===== src/rtl/snn_apb_csr.sv =====
// APB slave CSR block for the SNN core: control/threshold/leak registers,
// auto-incrementing indirect weight SRAM window, and core-done interrupt.
module snn_apb_csr #(
  parameter int          WAW    = 8,
  parameter int          WDW    = 8,
  parameter logic [31:0] ID_VAL = 32'h534E_4E01
) (
  input  logic           clk,
  input  logic           rst,
  input  logic           psel,
  input  logic           penable,
  input  logic           pwrite,
  input  logic [15:0]    paddr,
  input  logic [31:0]    pwdata,
  output logic [31:0]    prdata,
  output logic           pready,
  output logic           core_en,
  output logic           core_clr,
  output logic [15:0]    thresh,
  output logic [7:0]     leak,
  input  logic           core_busy,
  input  logic           core_done,
  output logic           wmem_we,
  output logic           wmem_re,
  output logic [WAW-1:0] wmem_addr,
  output logic [WDW-1:0] wmem_wdata,
  input  logic [WDW-1:0] wmem_rdata,
  output logic           irq
);

  typedef enum logic {IDLE, RDWAIT} state_t;

  localparam logic [2:0] A_CTRL     = 3'd0;
  localparam logic [2:0] A_STATUS   = 3'd1;
  localparam logic [2:0] A_THRESH   = 3'd2;
  localparam logic [2:0] A_LEAK     = 3'd3;
  localparam logic [2:0] A_WADDR    = 3'd4;
  localparam logic [2:0] A_WDATA    = 3'd5;
  localparam logic [2:0] A_IRQ_STAT = 3'd6;
  localparam logic [2:0] A_ID       = 3'd7;

  state_t         state, state_nx;
  logic           irq_en;
  logic           irq_stat;
  logic [WAW-1:0] waddr;
  logic [2:0]     idx;
  logic           access;
  logic           commit, wr_commit, rd_commit;
  logic           win_hit;
  logic [31:0]    rd_word;
  logic [31:0]    waddr_ext;
  logic [31:0]    wdata_ext;
  logic           unused_ok;

  assign idx       = paddr[4:2];
  assign access    = psel & penable;
  // Reset forces pready high, so commit must also be gated to abort any access.
  assign commit    = access & pready & ~rst;
  assign wr_commit = commit & pwrite;
  assign rd_commit = commit & ~pwrite;
  assign win_hit   = (idx == A_WDATA);
  assign unused_ok = ^{paddr, pwdata};

  always_comb begin
    state_nx = state;
    pready   = 1'b1;
    wmem_re  = 1'b0;
    case (state)
      IDLE: begin
        if (access && !pwrite && win_hit) begin
          pready   = 1'b0;
          wmem_re  = 1'b1;
          state_nx = RDWAIT;
        end
      end
      RDWAIT: state_nx = IDLE;
      default: state_nx = IDLE;
    endcase
    if (rst) begin
      pready  = 1'b1;
      wmem_re = 1'b0;
    end
  end

  always_comb begin
    waddr_ext = '0;
    waddr_ext[WAW-1:0] = waddr;
    wdata_ext = '0;
    wdata_ext[WDW-1:0] = wmem_rdata;
    rd_word = '0;
    case (idx)
      A_CTRL:     rd_word = {29'd0, irq_en, 1'b0, core_en};
      A_STATUS:   rd_word = {31'd0, core_busy};
      A_THRESH:   rd_word = {16'd0, thresh};
      A_LEAK:     rd_word = {24'd0, leak};
      A_WADDR:    rd_word = waddr_ext;
      A_WDATA:    rd_word = wdata_ext;
      A_IRQ_STAT: rd_word = {31'd0, irq_stat};
      A_ID:       rd_word = ID_VAL;
      default:    rd_word = '0;
    endcase
    prdata = rd_commit ? rd_word : '0;
  end

  assign wmem_we    = wr_commit & win_hit;
  assign wmem_addr  = waddr;
  assign wmem_wdata = pwdata[WDW-1:0];
  assign irq        = irq_stat & irq_en;

  always_ff @(posedge clk) begin
    if (rst) begin
      state    <= IDLE;
      core_en  <= 1'b0;
      irq_en   <= 1'b0;
      core_clr <= 1'b0;
      thresh   <= '0;
      leak     <= '0;
      waddr    <= '0;
      irq_stat <= 1'b0;
    end else begin
      state    <= state_nx;
      core_clr <= wr_commit && (idx == A_CTRL) && pwdata[1];
      if (wr_commit) begin
        case (idx)
          A_CTRL: begin
            core_en <= pwdata[0];
            irq_en  <= pwdata[2];
          end
          A_THRESH: thresh <= pwdata[15:0];
          A_LEAK:   leak   <= pwdata[7:0];
          default: ;
        endcase
      end
      if (wr_commit && idx == A_WADDR)
        waddr <= pwdata[WAW-1:0];
      else if (commit && win_hit)
        waddr <= waddr + 1'b1;
      // A done pulse in the same cycle as a clearing write keeps the bit set.
      if (core_done)
        irq_stat <= 1'b1;
      else if (wr_commit && idx == A_IRQ_STAT && pwdata[0])
        irq_stat <= 1'b0;
    end
  end

endmodule


===== config.mk =====
export PLATFORM = sky130hd
export DESIGN_NAME = snn_apb_csr
export DESIGN_NICKNAME = d
export VERILOG_FILES = /design/src/rtl/snn_apb_csr.sv
export SDC_FILE = /design/constraint.sdc
export NUM_CORES = 1
export LEC_CHECK = 0
export BUFFER_PORTS_ARGS = -buffer_cell sky130_fd_sc_hd__buf_2
export CORE_MARGIN = 2
export CORE_UTILIZATION = 44
export CTS_BUF_LIST = sky130_fd_sc_hd__clkbuf_8
export DETAILED_ROUTE_END_ITERATION = 8
export PLACE_DENSITY = 0.83
export SYNTH_ARGS = -nofsm -noshare
export SYNTH_HDL_FRONTEND = slang
export SYNTH_SLANG_ARGS = --single-unit

===== constraint.sdc =====
create_clock -name clk -period 2.7 [get_ports clk]
set_input_delay 0.54 -clock clk [delete_from_list [all_inputs] [get_ports clk]]
set_output_delay 0.54 -clock clk [all_outputs]
set_load 0.02 [all_outputs]

### After elaboration in Yosys (flattened, before gate mapping)

Cells that the tools add are included.

* register bits after elaboration: 37
* bits in latches: 0
* bits in writable memories: 0
* bits in read-only memories: 0
* bits of input ports: 63
* output and inout bits: 78
* memories kept: 0

* $add $sub $neg: 1
* multiply operators: 0
* div/mod/pow operators: 0
* order comparisons: 0
* equal/unequal tests: 7
* shift-type cells: 0
* muxes and demuxes: 13
* bitwise gates (word level): 10
* reduce and logical (&&, ||, !) cells: 15

Operators by type and width (count)
* case mux 32 bit (8 select lines): 1
* two-way mux 32 bit: 1
* two-way mux 8 bit: 2
* == test 3 bit, second input constant: 4
* adder 8 x 1 -> 8 bit, second input constant: 1
* logical AND 1 bit: 8
* two-way mux 1 bit: 8
* bitwise AND 1 bit: 7
* == test 3 x 2 -> 1 bit, second input constant: 2
* AND reduction 2 bit: 3
* nonzero test 2 bit: 2
* == test 3 x 1 -> 1 bit, second input constant: 1
* zero test 3 bit: 1
* NOT 1 bit: 3
* case mux 1 bit (2 select lines): 1
* zero test 1 bit: 1

### Depth between registers and ports, before layout

Gate-level depths: netlist (run 1).

* word-level depth: 13
* mapped depth: 8
* mapped depth without buffers: 5

### Worst setup path before layout (run 1)

No wires, ideal clock.

* path type: in2out
* start: input port rst
* end: output port prdata[18]
* data arrival time: 2.084 ns
* setup slack: 0.076 ns
* stages: 6
* cells stage by stage: buf_6 -> nand3b_4 -> or2_1 -> clkbuf_1 -> nor2_1 -> buf_4

* longest elaborated chain between the ends: 5
* elaborated cells between the ends (all ways): 6
* classes of those cells: 2 x mux; 4 x bitwise

Ends and longest elaborated chain
* from (decl): RTL line 9 `input logic rst,`
* two-way mux 1 bit: RTL line 79 `if (rst) begin`
* bitwise AND 1 bit: RTL line 58 `assign commit = access & pready & ~rst;`
* bitwise AND 1 bit *: RTL line 58
* bitwise AND 1 bit *: RTL line 60 `assign rd_commit = commit & ~pwrite;`
* two-way mux 32 bit *: RTL line 102 `prdata = rd_commit ? rd_word : '0;`
* to (decl): RTL line 15 `output logic [31:0] prdata,`

Mark *: on every way between the ends. The rest lies on a longest branch, timed or not.

### Worst setup path after layout (run 1)

* start: input port rst
* end: output port prdata[4]

Same word-level chain as after synthesis.

==> results.py, run 1 <==
metrics = {
    "power": {
        "pwr_density_cell_mw_per_mm2": 425,
        "p_leak_nw": 1.29,
        "peakVddDrop_v": 0.000318,
    },
    "placement": {
        "portBuffers": 103,
        "dp_hpwl_um": 4630,
        "gp_congestion": 0.860,
        "dp.cells": 417,
        "dp_worst_setup_slack_ps": 317,
    },
    "clocking": {
        "clkSlewWorstSetupHoldPaths_ps": 70,
        "cts_made_buffers": 5,
        "clock_sinks": 37,
        "clock-root-buffer": "clkbuf_8",
        "cts_hold_buf": 0,
        "insertion_delay_ps": 280,
        "cts_tree": "built",
        "htree_levels": 2,
        "cts_setup_buffers": 0,
        "clock_path_buffers": 2,
        "ctsResizeCount": 0,
    },
    "sta": {
        "drv_slew": 0,
        "hold_viol": 0,
        "fin_crit_sh": 0.887,
        "clock_skew_ps": 5.31,
        "rsz0062_at_grt": "false",
        "layout_setup_ws_ps": 304,
        "min_period_ps": 2400,
        "tightestPinTransition_ps": 561,
        "fmax_mhz": 417,
        "finalSetupViolCount": 0,
        "slew_headroom": 0.626,
        "setup_tns_ps": 0,
    },
    "yosys": {
        "yosys.area_share.simple": 0.254,
        "yosys-top-cells-count": "39 x nand2_1, 37 x dfxtp_1, 26 x a21oi_1, 26 x nor2_1, 23 x buf_4",
        "synth_compound_area_frac": 0.183,
        "ys_seq_elements": 37,
        "synth.most_common_cell": "nand2_1",
        "synth_area_leaders": "dfxtp_1 34%, buf_4 8.0%, mux2i_1 7.9%",
        "synth_edf_count": 0,
        "synthCells": 270,
        "synth_top_family_by_area": "simple AND/OR/NAND/NOR gates",
        "synth.area.mux_share": 0.0788,
        "synth_area_leader_cell": "dfxtp_1",
        "synth_cell_types": 47,
        "synth_top_area_frac": 0.343,
        "synth_area_mm2": 0.00216,
        "synthFlopType": "dfxtp_1",
        "synth-adder-area-share": 0.00579,
        "synth_async_sr_flop_share": 0,
        "yosys_warnings": 0,
        "seq_area_frac_synth": 0.343,
        "synth-xor-area-share": 0.00811,
        "avgSynthCellArea_um2": 8.00,
    },
    "drt": {
        "dr_total_vias": 2255,
        "viasPerCell": 5.32,
        "drt-initial-drc-count": 205,
        "remaining_drc_errors": 0,
        "wire_per_inst_um": 14.6,
        "first_pass_iters": 4,
        "detail-route-antenna-nets": 0,
        "finalWirelength_um": 6180,
    },
    "setup_path": {
        "endpoint_kind": "primary output",
        "cpLargestDelayFamily": "simple AND/OR/NAND/NOR gates",
        "critPathLaunchType": "primary input",
        "critPathMaxFanout": 7,
        "cpPeakStageDelay_ps": 310,
        "slowest_stage": "or2_1",
        "cp_data_required_time_ps": 2160,
        "cp_common_cell": "buf_2",
        "cp_data_arrival_time_ps": 1860,
        "cp.buffers_inverters": 2,
        "path_cells": "buf_2 > nand3b_4 > or2_1 > a21o_1 > nor3_1 > buf_2",
        "crit_type": "in -> out",
    },
    "final_layout": {
        "layout-drive-gt1-share": 0.347,
        "diodes": 0,
        "nNetsFinal": 421,
        "instances_no_fill": 424,
        "areaGrowthSynthToFinish_pct": 25.4,
    },
    "run_status": {
        "outcome": "finished clean",
    },
    "floorplanning": {
        "ioPinCount": 141,
        "rows": 25,
        "start_util": 0.457,
        "die_w_um": 74.1,
        "die_h_um": 74.1,
        "coreArea_mm2": 0.00472,
        "die_area_mm2": 0.00548,
    },
    "global_routing": {
        "grtUsageMet1": 0.306,
        "top_usage_layer": "met2",
        "gr-total-overflow": 0,
        "grt_use_total": 0.220,
        "grt.met3_usage": 0.0379,
        "grt_pass1_wl_um": 9250,
        "use_met2": 0.356,
        "grt_max_degree": 37,
        "antenna_found_initial": 0,
        "grt_pass1_vias": 1866,
    },
    "worst_hold_path": {
        "min_path_type": "reg -> reg",
    },
    "job": {
        "drv_cap": 0,
    },
}
==> registers in the layout (all words and copies together) (netlist names) <==
| signal | count |
|---|---|
| leak | 8 |
| irq_stat | 1 |
| state | 1 |
| thresh | 16 |
| core_en | 1 |
| core_clr | 1 |
| wmem_addr | 8 |
| irq_en | 1 |
==> cell type report <==
type | instances | area, um2
flip-flops and latches | 37 | 741
well taps | 67 | 83.8
fillers | 438 | 2020
multi-input cells | 196 | 1170
clock buffers | 5 | 68.8
repair buffers | 113 | 591
clock inverters | 2 | 35.0
inverters | 4 | 15.0
==> power by group <==
part	leakage, nW	internal (mW)	switching, mW
sequential	0.298	0.549	0.00310
combinational	0.934	0.0480	0.0915
clock	0.0540	0.268	0.192
==> through the flow <==
stage / area, um2 / hold WS (ps) / total power, mW / utilization
global placement: 2600 / 452 / 0.701 / 0.551
CTS: 2710 / 470 / 1.16 / 0.573
floorplan: 2190 / 451 / 0.666 / -
finish: 2710 / 472 / 1.15 / 0.573
global route: 2710 / 492 / 1.19 / 0.573
detailed placement: 2600 / 460 / 0.703 / 0.551
==> tightest hold or removal path, delay by kind of cell, from the launching register on <==
family          cells  cell delay, ps
simple gates        1              50
flops               1             320
compound gates      1              60
==> logic make-up after synthesis <==
family,after synthesis
multiplexers,17
AND/OR/NAND/NOR,107
adder cells (fa/ha/maj),1
AO/OA/AOI/OAI,61
flip-flops,37
other,1
buffers and inverters,44
XOR/XNOR,2
==> per-layer routing <==
metal | up-vias | wire length (um)
met2 | 102 | 2970
li1 | 1094 | -
met1 | 1055 | 2700
met5 | - | 0
met3 | 4 | 460
met4 | 0 | 48
==> layout by cell type, fill, tap and decap left out, types with 3 or more instances in the layout <==
cell and count:
mux2i_1 17, buf_2 103, a21o_1 5, and2_1 5
a221oi_1 3, inv_1 4, nor2_1 26, o22a_1 3
a21oi_1 26, nand2_1 39, buf_4 10, or3_1 4
clkbuf_8 5, nand3_1 6, nor3_1 7, conb_1 8
a22oi_1 4, a31oi_1 3, o21ai_0 4, dfxtp_1 37
==> final timing paths <==
path	slack [ps]	cells after the start	to	start
setup / recovery	300	6	prdata[4]	rst
hold / removal	470	2	thresh[12]	thresh[12]
setup reg to reg	1020	4	wmem_addr[7]	state
hold reg to reg	470	2	thresh[12]	thresh[12]
No activity file was read; power rests on OpenSTA's default activity.
==> inputs of run 2 (changes only) <==
--- a/config.mk
+++ b/config.mk
@@ -11,6 +11,7 @@
 export CTS_BUF_LIST = sky130_fd_sc_hd__clkbuf_8
 export DETAILED_ROUTE_END_ITERATION = 8
 export PLACE_DENSITY = 0.83
+export REMOVE_ABC_BUFFERS = 1
 export SYNTH_ARGS = -nofsm -noshare
 export SYNTH_HDL_FRONTEND = slang
 export SYNTH_SLANG_ARGS = --single-unit
==> results.py, run 2 (synthesis results as in run 1) <==
metrics = {
    "drt": {
        "wire_per_inst_um": 14.7,
        "finalWirelength_um": 6240,
        "first_pass_iters": 4,
        "remaining_drc_errors": 0,
        "viasPerCell": 5.32,
        "drt-initial-drc-count": 196,
        "dr_total_vias": 2251,
        "detail-route-antenna-nets": 0,
    },
    "clocking": {
        "htree_levels": 2,
        "clock_path_buffers": 2,
        "cts_hold_buf": 0,
        "cts_setup_buffers": 0,
        "ctsResizeCount": 0,
        "clkSlewWorstSetupHoldPaths_ps": 80,
        "clock_sinks": 37,
        "clock-root-buffer": "clkbuf_8",
        "cts_tree": "built",
        "insertion_delay_ps": 290,
        "cts_made_buffers": 5,
    },
    "global_routing": {
        "grt_max_degree": 37,
        "grt_use_total": 0.235,
        "gr-total-overflow": 0,
        "grt_pass1_vias": 2096,
        "antenna_found_initial": 0,
        "grt_pass1_wl_um": 9920,
    },
    "sta": {
        "clock_skew_ps": 5.71,
        "hold_viol": 0,
        "min_period_ps": 2420,
        "rsz0062_at_grt": "false",
        "layout_setup_ws_ps": 285,
        "finalSetupViolCount": 0,
        "fin_crit_sh": 0.895,
        "drv_slew": 0,
        "tightestPinTransition_ps": 575,
        "slew_headroom": 0.617,
        "fmax_mhz": 414,
    },
    "run_status": {
        "outcome": "finished clean",
    },
    "final_layout": {
        "layout_common_cells": "103 x buf_2, 39 x nand2_1, 37 x dfxtp_1",
        "diodes": 0,
        "final_common_cell": "buf_2",
        "nNetsFinal": 419,
        "utilization": 0.566,
        "fin_area_mm2": 0.00267,
        "layout-drive-gt1-share": 0.343,
        "ff_latch_area_um2": 741,
        "instances_no_fill": 423,
        "top_register": "thresh",
        "largest_register_ffs": 16,
        "num-fill-cells": 443,
        "multiInputGateArea_mm2": 0.00117,
        "areaGrowthSynthToFinish_pct": 23.7,
    },
    "placement": {
        "dp.cells": 415,
        "dp_hpwl_um": 4560,
        "portBuffers": 103,
        "dpl-instance-area_mm2": 0.00259,
        "dp_worst_setup_slack_ps": 288,
        "gp_congestion": 0.806,
    },
    "setup_path": {
        "endpoint_kind": "primary output",
        "cp_data_arrival_time_ps": 1880,
        "critPathMaxFanout": 8,
        "critPathLaunchType": "primary input",
        "cp_data_required_time_ps": 2160,
        "crit_type": "in -> out",
        "ff2ff_path_depth": 5,
    },
    "worst_hold_path": {
        "min_path_type": "reg -> reg",
        "min_delay_path_depth": 2,
    },
    "job": {
        "drv_cap": 0,
    },
    "floorplanning": {
        "die_area_mm2": 0.00548,
        "rows": 25,
        "die_h_um": 74.1,
        "ioPinCount": 141,
        "start_util": 0.457,
        "die_w_um": 74.1,
        "coreArea_mm2": 0.00472,
    },
    "power": {
        "p_leak_nw": 1.27,
        "peakVddDrop_v": 0.000221,
        "pwr_density_cell_mw_per_mm2": 400,
        "finalPower_mw": 1.07,
    },
}
[run 2: per-stage QoR]
stage	TNS, ps	hold WS (ps)
after floorplan	-12450	445
after global placement	0	451
after detailed placement	0	459
after CTS	0	469
after global routing	0	460
final	0	472
[run 2: final cells by class]
cell class / instances / share of cell area
Multi-Input combinational cell: 196 / 0.439
Sequential cell: 37 / 0.277
Timing Repair Buffer: 111 / 0.215
Tap cell: 67 / 0.0314
Clock buffer: 5 / 0.0258
Inverter: 4 / 0.00562
Clock inverter: 3 / 0.00515
[run 2: metal layers]
| layer | global-route usage | part of all wire | vias up |
|---|---|---|---|
| li1 | - | - | 1084 |
| met1 | 0.292 | 0.42 | 1047 |
| met5 | 0 | 0 | - |
| met3 | 0.0867 | 0.094 | 13 |
| met2 | 0.370 | 0.47 | 107 |
| met4 | 0.0909 | 0.016 | 0 |
[run 2: worst paths after layout]
kind	start	end	slack [ps]
hold / removal	thresh[8]	thresh[8]	470
setup / recovery	rst	prdata[13]	280
setup reg to reg	state	wmem_addr[5]	1040
hold reg to reg	thresh[8]	thresh[8]	470
[run 2: worst max-delay path: stages]
cell and delay [ps]:
buf_2 130, nand3b_4 180, or2_1 320, nor3_1 210, buf_4 190, and2_1 140, buf_2 160
[run 2: report_power, final]
group	switching [mW]	internal, mW	leakage, nW	total, mW
combinational	0.0911	0.0475	0.924	0.139
sequential	0.00314	0.549	0.298	0.552
clock	0.202	0.175	0.0491	0.377
total	0.296	0.771	1.27	1.07
==> inputs of run 3 (changes only) <==
==> constraint.sdc (replaced) <==
create_clock -name clk -period 2.3 [get_ports clk]
set_input_delay 0.46 -clock clk [delete_from_list [all_inputs] [get_ports clk]]
set_output_delay 0.46 -clock clk [all_outputs]
set_load 0.02 [all_outputs]
==> results.py, run 3 (synthesis results as in run 1) <==
metrics = {
    "drt": {
        "drt-initial-drc-count": 204,
        "remaining_drc_errors": 0,
        "dr_total_vias": 2293,
        "detail-route-antenna-nets": 0,
        "viasPerCell": 5.34,
        "wire_per_inst_um": 14.8,
        "finalWirelength_um": 6340,
        "first_pass_iters": 4,
    },
    "sta": {
        "clock_skew_ps": 7.34,
        "slew_headroom": 0.577,
        "hold_viol": 0,
        "rsz0062_at_grt": "false",
        "finalSetupViolCount": 0,
        "layout_setup_ws_ps": 93.5,
        "tightestPinTransition_ps": 626,
        "fin_crit_sh": 0.959,
        "fmax_mhz": 453,
        "setup_tns_ps": 0,
        "hold_slack_ps": 398,
        "min_period_ps": 2210,
        "drv_slew": 0,
    },
    "final_layout": {
        "layout_common_cells": "103 x buf_2, 39 x nand2_1, 37 x dfxtp_1",
        "largest_register_ffs": 16,
        "nNetsFinal": 424,
        "areaGrowthSynthToFinish_pct": 27.6,
        "final_common_cell": "buf_2",
        "num-fill-cells": 424,
        "multiInputGateArea_mm2": 0.00118,
        "top_register": "thresh",
        "layout-drive-gt1-share": 0.360,
        "ff_latch_area_um2": 741,
    },
    "job": {
        "drv_cap": 0,
    },
    "setup_path": {
        "cp_data_arrival_time_ps": 1750,
        "cpPeakStageDelay_ps": 270,
        "endpoint_kind": "primary output",
        "crit_type": "in -> out",
        "critPathMaxFanout": 14,
        "cp_data_required_time_ps": 1840,
        "critPathLaunchType": "primary input",
        "path_cells": "buf_2 > buf_4 > buf_4 > mux2i_1 > o22a_1 > nor2_1 > buf_2",
        "slowest_stage": "buf_2",
    },
    "clocking": {
        "insertion_delay_ps": 300,
        "cts_tree": "built",
        "clock-root-buffer": "clkbuf_8",
        "clock_path_buffers": 2,
        "clkSlewWorstSetupHoldPaths_ps": 80,
        "clock_sinks": 37,
        "htree_levels": 2,
        "cts_made_buffers": 5,
        "cts_setup_buffers": 0,
    },
    "global_routing": {
        "use_met2": 0.389,
        "gr-total-overflow": 0,
        "grt_max_degree": 37,
        "grt_pass1_wl_um": 10200,
        "top_usage_layer": "met2",
        "grt_use_total": 0.240,
        "grtUsageMet1": 0.299,
        "grt.met3_usage": 0.0772,
        "grt_pass1_vias": 2168,
        "antenna_found_initial": 1,
    },
    "floorplanning": {
        "die_h_um": 74.1,
        "coreArea_mm2": 0.00472,
        "die_w_um": 74.1,
        "rows": 25,
        "ioPinCount": 141,
        "start_util": 0.457,
        "die_area_mm2": 0.00548,
    },
    "power": {
        "pwr_density_cell_mw_per_mm2": 514,
        "seqPwrFrac": 0.457,
        "pwr-share-clk": 0.423,
        "swShare": 0.254,
        "p_int_mw": 1.06,
        "p_leak_nw": 1.31,
        "switching_power_uw": 360,
        "peakVddDrop_v": 0.000293,
        "combPwrFrac": 0.119,
    },
    "worst_hold_path": {
        "min_path_type": "in -> reg",
    },
    "placement": {
        "dp_worst_setup_slack_ps": 66.0,
        "gp_congestion": 0.839,
        "dp_hpwl_um": 4640,
        "portBuffers": 103,
    },
    "run_status": {
        "outcome": "finished clean",
    },
}
-- run 3: final cells by class --
cell class	instances	area share
antenna	1	0.000908
clock buffer	6	0.0300
clock inverter	2	0.0136
inverter	4	0.00545
multi-input combinational	196	0.429
sequential	37	0.269
tap	67	0.0304
timing repair buffer	116	0.222
-- run 3: what timing repair did --
item | 4_1_cts | 5_1_grt
endpoints found under the hold margin | 0 | 0
setup endpoints to repair | 0 | 5
hold buffers | 0 | 0
gates resized for setup | 0 | 2
-- run 3: layer usage --
| layer | vias up | routed length [um] |
|---|---|---|
| met5 | - | 0 |
| met1 | 1091 | 2640 |
| li1 | 1099 | - |
| met2 | 94 | 3100 |
| met3 | 9 | 526 |
| met4 | 0 | 78 |
-- run 3: worst paths after layout --
| kind | startpoint | slack [ps] | cells after the start | to |
|---|---|---|---|---|
| min | pwdata[8] | 400 | 3 | thresh[8] |
| max reg2reg | wmem_addr[0] | 630 | 4 | wmem_addr[2] |
| max | paddr[2] | 90 | 7 | prdata[5] |
| min reg2reg | thresh[11] | 470 | 2 | thresh[11] |
-- run 3: power by group through the flow --
stage                     logic, mW  clock network, mW  registers, mW
final                         0.169              0.600          0.648
after global routing          0.184              0.643          0.648
after CTS                     0.167              0.607          0.647
after detailed placement      0.166                  0          0.663
after global placement        0.164                  0          0.662
after floorplan              0.0600                  0          0.665
-- run 3: critical path, delay by kind of cell --
family                 cells  cell delay [ps]
multiplexers               1              220
AO/OA/AOI/OAI              1              170
AND/OR/NAND/NOR            1               40
buffers and inverters      4              850
-- run 3: per-stage QoR --
stage          area [um2]  utilization  power (mW)  cells
2_1_floorplan        1930            -       0.725    237
3_3_place_gp         2630        0.556       0.826    420
3_5_place_dp         2630        0.556       0.828    420
4_1_cts              2750        0.581        1.42    428
5_1_grt              2750        0.583        1.47    428
6_report             2760        0.584        1.42    429
